**config.mk**
```make
export PLATFORM = sky130hd
export DESIGN_NAME = calc_exec_unit
export DESIGN_NICKNAME = d
export VERILOG_FILES = /design/src/rtl/calc_exec_unit.sv
export SDC_FILE = /design/constraint.sdc
export NUM_CORES = 1
export LEC_CHECK = 0
export CAP_MARGIN = 20
export CELL_PAD_IN_SITES_DETAIL_PLACEMENT = 1
export CELL_PAD_IN_SITES_GLOBAL_PLACEMENT = 1
export CORE_MARGIN = 3
export CORE_UTILIZATION = 41
export DETAILED_ROUTE_END_ITERATION = 10
export PLACE_DENSITY_LB_ADDON = 0.1
export SETUP_SLACK_MARGIN = 0.2
export SLEW_MARGIN = 20
export SYNTH_ARGS = -nofsm -noshare
export SYNTH_HDL_FRONTEND = slang
export SYNTH_SLANG_ARGS = --single-unit
```
**constraint.sdc**
```tcl
create_clock -name clk -period 3.3 [get_ports clk]
set_input_delay 0.66 -clock clk [delete_from_list [all_inputs] [get_ports clk]]
set_output_delay 0.66 -clock clk [all_outputs]
set_load 0.03 [all_outputs]
```
**src/rtl/calc_exec_unit.sv**
```systemverilog
// calc_exec_unit -- operand/operator capture plus an add/sub/mult execution unit.
// Operands and operator are captured from switch/button inputs according to the
// externally supplied opcode-FSM state. Add and sub complete in one cycle. Mult
// is an 8-cycle shift-add by default. Defining CALC_EXEC_FAST_MULT_EN replaces it
// with a single-cycle combinational multiply.
module calc_exec_unit (
  input  logic        clk,
  input  logic        reset_n,
  input  logic [2:0]  state_q,
  input  logic        enter,
  input  logic        add,
  input  logic        sub,
  input  logic        mult,
  input  logic [7:0]  sw_in,
  output logic [15:0] result,
  output logic        busy,
  output logic        done,
  output logic        neg
);

  // Opcode-FSM state codes (driven from outside)
  localparam logic [2:0] ST_CLR = 3'd0;
  localparam logic [2:0] ST_A   = 3'd1;
  localparam logic [2:0] ST_OP  = 3'd3;
  localparam logic [2:0] ST_B   = 3'd7;

  // Operator encodings
  localparam logic [1:0] OP_NONE = 2'b00;
  localparam logic [1:0] OP_ADD  = 2'b01;
  localparam logic [1:0] OP_SUB  = 2'b10;
  localparam logic [1:0] OP_MULT = 2'b11;

  // Execution FSM states
  localparam logic [1:0] EX_IDLE = 2'd0;
  localparam logic [1:0] EX_MUL  = 2'd1;
  localparam logic [1:0] EX_DONE = 2'd2;

  logic [7:0]  a_q, a_d;
  logic [7:0]  b_q, b_d;
  logic [1:0]  op_q, op_d;
  logic [15:0] result_q, result_d;
  logic        neg_q, neg_d;
  logic [1:0]  ex_q, ex_d;

`ifndef CALC_EXEC_FAST_MULT_EN
  logic [7:0]  mcand_q, mcand_d;
  logic [15:0] acc_q, acc_d;
  logic [2:0]  cnt_q, cnt_d;
  logic [15:0] acc_step;
`endif

  logic load_b;
  logic start;

  assign busy   = (ex_q == EX_MUL);
  assign done   = (ex_q == EX_DONE);
  assign result = result_q;
  assign neg    = neg_q;

  assign load_b = enter && (state_q == ST_B) && !busy;
  assign start  = load_b && (op_q != OP_NONE);

`ifndef CALC_EXEC_FAST_MULT_EN
  // Partial-product accumulation for the current multiplier bit
  always_comb begin
    acc_step = acc_q;
    if (b_q[cnt_q]) begin
      acc_step = acc_q + ({8'd0, mcand_q} << cnt_q);
    end
  end
`endif

  // Next-state logic for capture registers and the execution FSM
  always_comb begin
    a_d      = a_q;
    b_d      = b_q;
    op_d     = op_q;
    result_d = result_q;
    neg_d    = neg_q;
    ex_d     = ex_q;
`ifndef CALC_EXEC_FAST_MULT_EN
    mcand_d  = mcand_q;
    acc_d    = acc_q;
    cnt_d    = cnt_q;
`endif

    if (state_q == ST_CLR) begin
      a_d      = '0;
      b_d      = '0;
      op_d     = OP_NONE;
      result_d = '0;
      neg_d    = 1'b0;
      ex_d     = EX_IDLE;
`ifndef CALC_EXEC_FAST_MULT_EN
      mcand_d  = '0;
      acc_d    = '0;
      cnt_d    = '0;
`endif
    end else begin
      if (enter && (state_q == ST_A)) begin
        a_d = sw_in;
      end

      if ((state_q == ST_OP) && (add || sub || mult)) begin
        if (mult)     op_d = OP_MULT;
        else if (sub) op_d = OP_SUB;
        else          op_d = OP_ADD;
      end

      if (load_b) begin
        b_d = sw_in;
      end

      if (ex_q == EX_MUL) begin
`ifndef CALC_EXEC_FAST_MULT_EN
        if (cnt_q == 3'd7) begin
          result_d = acc_step;
          neg_d    = 1'b0;
          ex_d     = EX_DONE;
        end else begin
          acc_d = acc_step;
          cnt_d = cnt_q + 3'd1;
        end
`else
        ex_d = EX_IDLE;
`endif
      end else if (start) begin
        // Start is honoured from IDLE and from DONE (busy is low in both);
        // B is taken straight from sw_in since b_q only updates on this edge.
        case (op_q)
          OP_ADD: begin
            result_d = {8'd0, a_q} + {8'd0, sw_in};
            neg_d    = 1'b0;
            ex_d     = EX_DONE;
          end
          OP_SUB: begin
            result_d = {8'd0, a_q} - {8'd0, sw_in};
            neg_d    = (a_q < sw_in);
            ex_d     = EX_DONE;
          end
          default: begin
`ifdef CALC_EXEC_FAST_MULT_EN
            result_d = {8'd0, a_q} * {8'd0, sw_in};
            neg_d    = 1'b0;
            ex_d     = EX_DONE;
`else
            mcand_d  = a_q;
            acc_d    = '0;
            cnt_d    = '0;
            ex_d     = EX_MUL;
`endif
          end
        endcase
      end else if (ex_q == EX_DONE) begin
        ex_d = EX_IDLE;
      end
    end
  end

  // State registers with asynchronous active-low reset
  always_ff @(posedge clk or negedge reset_n) begin
    if (!reset_n) begin
      a_q      <= '0;
      b_q      <= '0;
      op_q     <= OP_NONE;
      result_q <= '0;
      neg_q    <= 1'b0;
      ex_q     <= EX_IDLE;
`ifndef CALC_EXEC_FAST_MULT_EN
      mcand_q  <= '0;
      acc_q    <= '0;
      cnt_q    <= '0;
`endif
    end else begin
      a_q      <= a_d;
      b_q      <= b_d;
      op_q     <= op_d;
      result_q <= result_d;
      neg_q    <= neg_d;
      ex_q     <= ex_d;
`ifndef CALC_EXEC_FAST_MULT_EN
      mcand_q  <= mcand_d;
      acc_q    <= acc_d;
      cnt_q    <= cnt_d;
`endif
    end
  end

endmodule

```
# After elaboration in Yosys (flattened, before gate mapping)
# Cells that the tools add are included.
[op_classes]
reduce_logical = 22
shift = 1
magnitude_cmp = 2
n_mux = 41
eq_ne = 13
add_sub_neg = 4
[ops]
columns = ["op", "count"]
rows = [
  ["16-bit two-way mux", 10],
  ["8-bit two-way mux", 8],
  ["16-bit case mux with 2 select lines", 1],
  ["2-bit two-way mux", 10],
  ["16-bit adder", 1],
  ["8-bit by 3-bit << shifter with 16-bit output", 1],
  ["3-bit two-way mux", 5],
  ["2-bit nonzero test", 5],
  ["8-bit by 8-bit adder with 9-bit output", 1],
  ["3-bit AND reduction", 3],
  ["8-bit by 8-bit subtractor with 9-bit output", 1],
  ["8-bit less-than comparator", 1],
  ["4-bit nonzero test", 2],
  ["3-bit == test, second input constant", 2],
  ["3-bit by 1-bit inequality test with 1-bit output, second input constant", 2],
  ["1-bit logical AND", 5],
  ["1-bit two-way mux", 5],
  ["2-bit by 1-bit == test with 1-bit output, second input constant", 2],
  ["2-bit == test, second input constant", 2],
  ["3-bit by 4-bit less-than comparator with 1-bit output, second input constant", 1],
  ["2-bit by 1-bit inequality test with 1-bit output, second input constant", 2],
  ["3-bit by 1-bit adder with 3-bit output, second input constant", 1],
  ["1-bit binary-select mux with 3-bit select", 1],
  ["3-bit by 1-bit == test with 1-bit output, second input constant", 1],
  ["9 further kinds", 10],
]
[word_totals]
inputBits = 17
output_inout_bits = 19
elab_cells = 92
regBits = 64

# Depth between registers and ports, before layout
[depth]
word_depth = 7
mapped_depth = 14
mapped_depth_nobuf = 13

# Worst setup path before layout
# OpenSTA, ideal clock, no wires.
[synth_timing]
kind = "register -> register"
start = "reg cnt_q[0]"
end = "reg result_q[15], in the netlist result[15]"
setup_slack_ps = 83
t_arrival_ps = 3089
required_time_ps = 3172
synth_period_minus_slack_ps = 3217
path_buffers = 1
path_stages_with_launch = 13
setup_ps = 128
cell_sequence = "dfrtp_1 -> clkbuf_1 -> mux2i_1 -> mux2_2 -> o22ai_1 -> ha_1 -> a21o_1 -> a31o_2 -> a31oi_4 -> o211ai_2 -> a2111oi_4 -> and4b_1 -> nor3_1"
[synth_via]
elab_chain_cells = 6
elab_cells_between_ends = 11
classes_between = "add/sub (1); eq/ne (2); shift (1); mux (6); reduce/logical (1)"
[synth_rtl]
columns = ["element", "line_no", "text"]
rows = [
  ["start: declaration", "48", "logic [2:0] cnt_q, cnt_d;"],
  ["start signal: assignment", "184", "cnt_q <= cnt_d;"],
  ["8-bit by 3-bit << shifter with 16-bit output or 1-bit binary-select mux with 3-bit select (tied branches)", "68, 67", ""],
  ["16-bit adder or 1-bit two-way mux (tied branches)", "68, 67", ""],
  ["16-bit two-way mux", "67", "if (b_q[cnt_q]) begin"],
  ["16-bit two-way mux", "116", "if (cnt_q == 3'd7) begin"],
  ["16-bit two-way mux", "114", "if (ex_q == EX_MUL) begin"],
  ["16-bit two-way mux", "87", "if (state_q == ST_CLR) begin"],
  ["end signal: assignment", "178", "result_q <= result_d;"],
  ["end: declaration", "41", "logic [15:0] result_q, result_d;"],
]
# Parallel ways exist; a longest one is shown, timed or not. The select of a mux whose other input is x is not followed.
# A chain may end at the register's enable or synchronous reset.

# Worst setup path after layout
# Ends and elaborated chain as after synthesis.

==> results.yml <==
setup_path:
  rr_endpoint: "result[15]"
  critPathSlowestCell: "dfrtp_2"
  max_stage_delay_ns: 0.45
  path_depth: 13
  crit_path_end_kind: "register"
  crit_path_max_fanout: 5
  reg2reg_from: "cnt_q[0]"
  crit_family: "compound AO/OA/AOI/OAI gates"
  reg2reg_depth: 13
  critPathCapture: "result[15]"
  worstSetupStartpoint: "cnt_q[0]"
  cp_common_cell: "buf_6"
  critical_path_arrival_ns: 3.28
  worstSetupStartpointType: "register"
  path_class: "register to register"
  path_cells: "buf_6, mux2i_4, or3_4, inv_1, ha_1, a21oi_1, nor2b_1, a31oi_4, buf_6, o211ai_4, a2111oi_4, and4b_1, nor3_1"
  critical_path_required_ns: 3.52
  r2r_setup_slack_ns: 0.24
  cp_num_buf_inv: 3
synth:
  syn_area_per_cell_um2: 8.887
  syn_area_um2: 4755
  synthAdderAreaFrac: 0.1100
  netlist_instances: 535
  synth_xor_area_frac: 0.03132
  synth_nets: 592
  yosysUniqueCellTypes: 70
  async_reset_ff_frac: 1.000
  synth_seq_area_share: 0.3368
  synth_flop_cell: "dfrtp_1"
  synth_compound_gate_area_share: 0.2058
  yosys_warnings: 0
  muxShareOfSynthArea: 0.08947
  synth_edf_count: 0
  ys_ff_latch: 64
  synth_top_family_by_area: "compound AO/OA/AOI/OAI gates"
  synthSimpleGateAreaFrac: 0.1832
clock_network:
  cts.clk_slew.worst_paths_ns: 0.05
  ctsLongestPathBuffers: 2
  cts_tree: "done"
  root_buffer: "clkbuf_16"
  cts.sinks: 64
  hold_buffers: 0
  clk_latency_ns: 0.34
  numCtsBuffers: 9
  h-tree-depth: 3
floorplanning:
  die_x_um: 113.7
  initial_utilization: 0.4292
  dieArea_um2: 12920
  die_y_um: 113.7
  io-pin-count: 36
  rows: 38
  core_um2: 11080
layout:
  antenna_cells: 0
  finish.utilization: 0.5447
  layout-drive-gt1-share: 0.2030
  final_cell_mix: "nand2_1, dfrtp_1, nor2_1, buf_4, clkdlybuf4s50_1"
  fin_nets: 653
  final_common_cell: "nand2_1"
  area_growth_pct: 26.92
worst_hold_path:
  holdCritPathClass: "input port to asynchronous set/reset pin"
global_route:
  grt-ovfl-total: 0
  track_usage: 0.2338
  grt_max_degree: 39
  antenna_found_initial: 0
  grt_pass1_vias: 4429
  grt_pass1_wl_um: 23550
drt:
  num_vias: 4231
  dr.pass1.iters: 4
  wl_per_cell_um: 20.06
  via_per_inst: 5.710
  drt_wl_total_um: 14860
  drt-initial-drc-count: 221
  post-route-drc-count: 0
  postRouteAntennaNets: 0
timing:
  worstMarginPinSlew_ns: 0.6990
  period_minus_slack_ns: 3.062
  relSlewSlack: 0.5323
  period_share: 0.9280
  max_freq_ghz: 0.3265
  finClkSkew_ns: 0.006219
  drv_slew: 0
  finalHoldViolCount: 0
  final.setup.tns_ns: 0
  rsz0062_at_grt: "true"
  setup_viol: 0
  setup_slack_ns: 0.2375
power_and_ir_drop:
  power.leakage_nw: 2.692
  power.density_nw_per_um2: 464.3
  ir_drop_v: 0.0002993
  power_mw: 2.802
flow_run:
  drv_cap: 0
status:
  outcome: "finished clean"
placed_design:
  dp_hpwl_um: 11140
  dp_slack_ns: -0.09202
  globalplace.congestion: 0.8482
  io_buffers: 35
-- metrics by stage --
stage | instance area (µm²) | cells | hold WS, ns
6_report | 6035 | 741 | 0.3559
5_1_grt | 6035 | 741 | 0.3882
4_1_cts | 5685 | 727 | 0.3569
3_5_place_dp | 5341 | 708 | 0.4913
3_3_place_gp | 5341 | 708 | 0.4689
2_1_floorplan | 4756 | 535 | 0.3644
-- kinds of logic (layout without fill, tap and decap cells) --
group,count (synthesis),after routing
flops,64,64
fa+ha+maj,40,40
compound gates,142,142
buf+inv,47,113
simple gates,186,186
xor+xnor,17,17
mux,39,39
-- flip-flops by register name, indices dropped and copies added, names as in the netlist --
name,cells
ex_q,2
acc_q,16
neg,1
b_q,8
op_q,2
a_q,8
result,16
cnt_q,3
mcand_q,8
-- power breakdown --
group	leakage, nW	internal, mW	switching, mW
logic	1.69	0.407	0.533
registers	0.860	0.866	0.0813
clock network	0.145	0.566	0.349
-- Yosys cell counts (5+ instances only) --
cell type | number | area (µm²)
o22ai_1 | 8 | 50.05
dfrtp_1 | 64 | 1602
o211ai_1 | 6 | 45.04
nand2_1 | 74 | 277.8
xor2_1 | 7 | 61.31
nor3_1 | 8 | 40.04
clkbuf_1 | 13 | 48.80
nor2_1 | 54 | 202.7
buf_2 | 6 | 30.03
o21ai_0 | 35 | 175.2
o21ai_1 | 7 | 35.03
nand3_1 | 9 | 45.04
xnor2_1 | 10 | 87.58
nor2b_1 | 7 | 43.79
ha_1 | 37 | 462.9
inv_1 | 21 | 78.83
a22o_1 | 14 | 122.6
o21a_1 | 6 | 45.04
mux2_2 | 8 | 90.09
a21o_1 | 5 | 37.54
a21oi_1 | 30 | 150.1
mux2i_1 | 29 | 290.3
-- layer usage --
metal	global-route usage	vias up	share of wire
li1	-	2028	-
met1	0.3017	2118	0.44
met2	0.4060	67	0.52
met3	0.04191	18	0.030
met4	0.05849	0	0.014
met5	0	-	0
-- worst register-to-register path, cell delays in order (launching register included) --
cell       delay (ns)
dfrtp_2          0.45
buf_6            0.16
mux2i_4          0.20
or3_4            0.36
inv_1            0.07
ha_1             0.23
a21oi_1          0.17
nor2b_1          0.11
a31oi_4          0.25
buf_6            0.14
o211ai_4         0.08
a2111oi_4        0.44
and4b_1          0.25
nor3_1           0.05
-- area by class of cell --
cell class | count | area [µm²]
clock buffer | 13 | 270.3
clock inverter | 3 | 15.01
fill | 1298 | 5044
inverter | 22 | 82.58
multi-input combinational | 424 | 3214
sequential | 64 | 1604
tap | 140 | 175.2
timing repair buffer | 75 | 673.1
-- timing repair --
item | 4_1_cts | 5_1_grt
endpoints found under the setup margin | 9 | 14
resized for setup | 11 | 54
buffers inserted | 3 | 14
pin swaps | 5 | 28
-- worst min-delay path by stage --
stage               start         end  slack, ns  cells past startpoint
6_report          reset_n     op_q[0]       0.36                      1
5_1_grt           reset_n     op_q[0]       0.39                      1
2_1_floorplan     reset_n      a_q[0]       0.36                      0
4_1_cts           reset_n     op_q[0]       0.36                      1
3_3_place_gp   result[11]  result[11]       0.47                      2
3_5_place_dp          neg         neg       0.49                      2
Note: power is estimated with default switching activity, not from simulation.
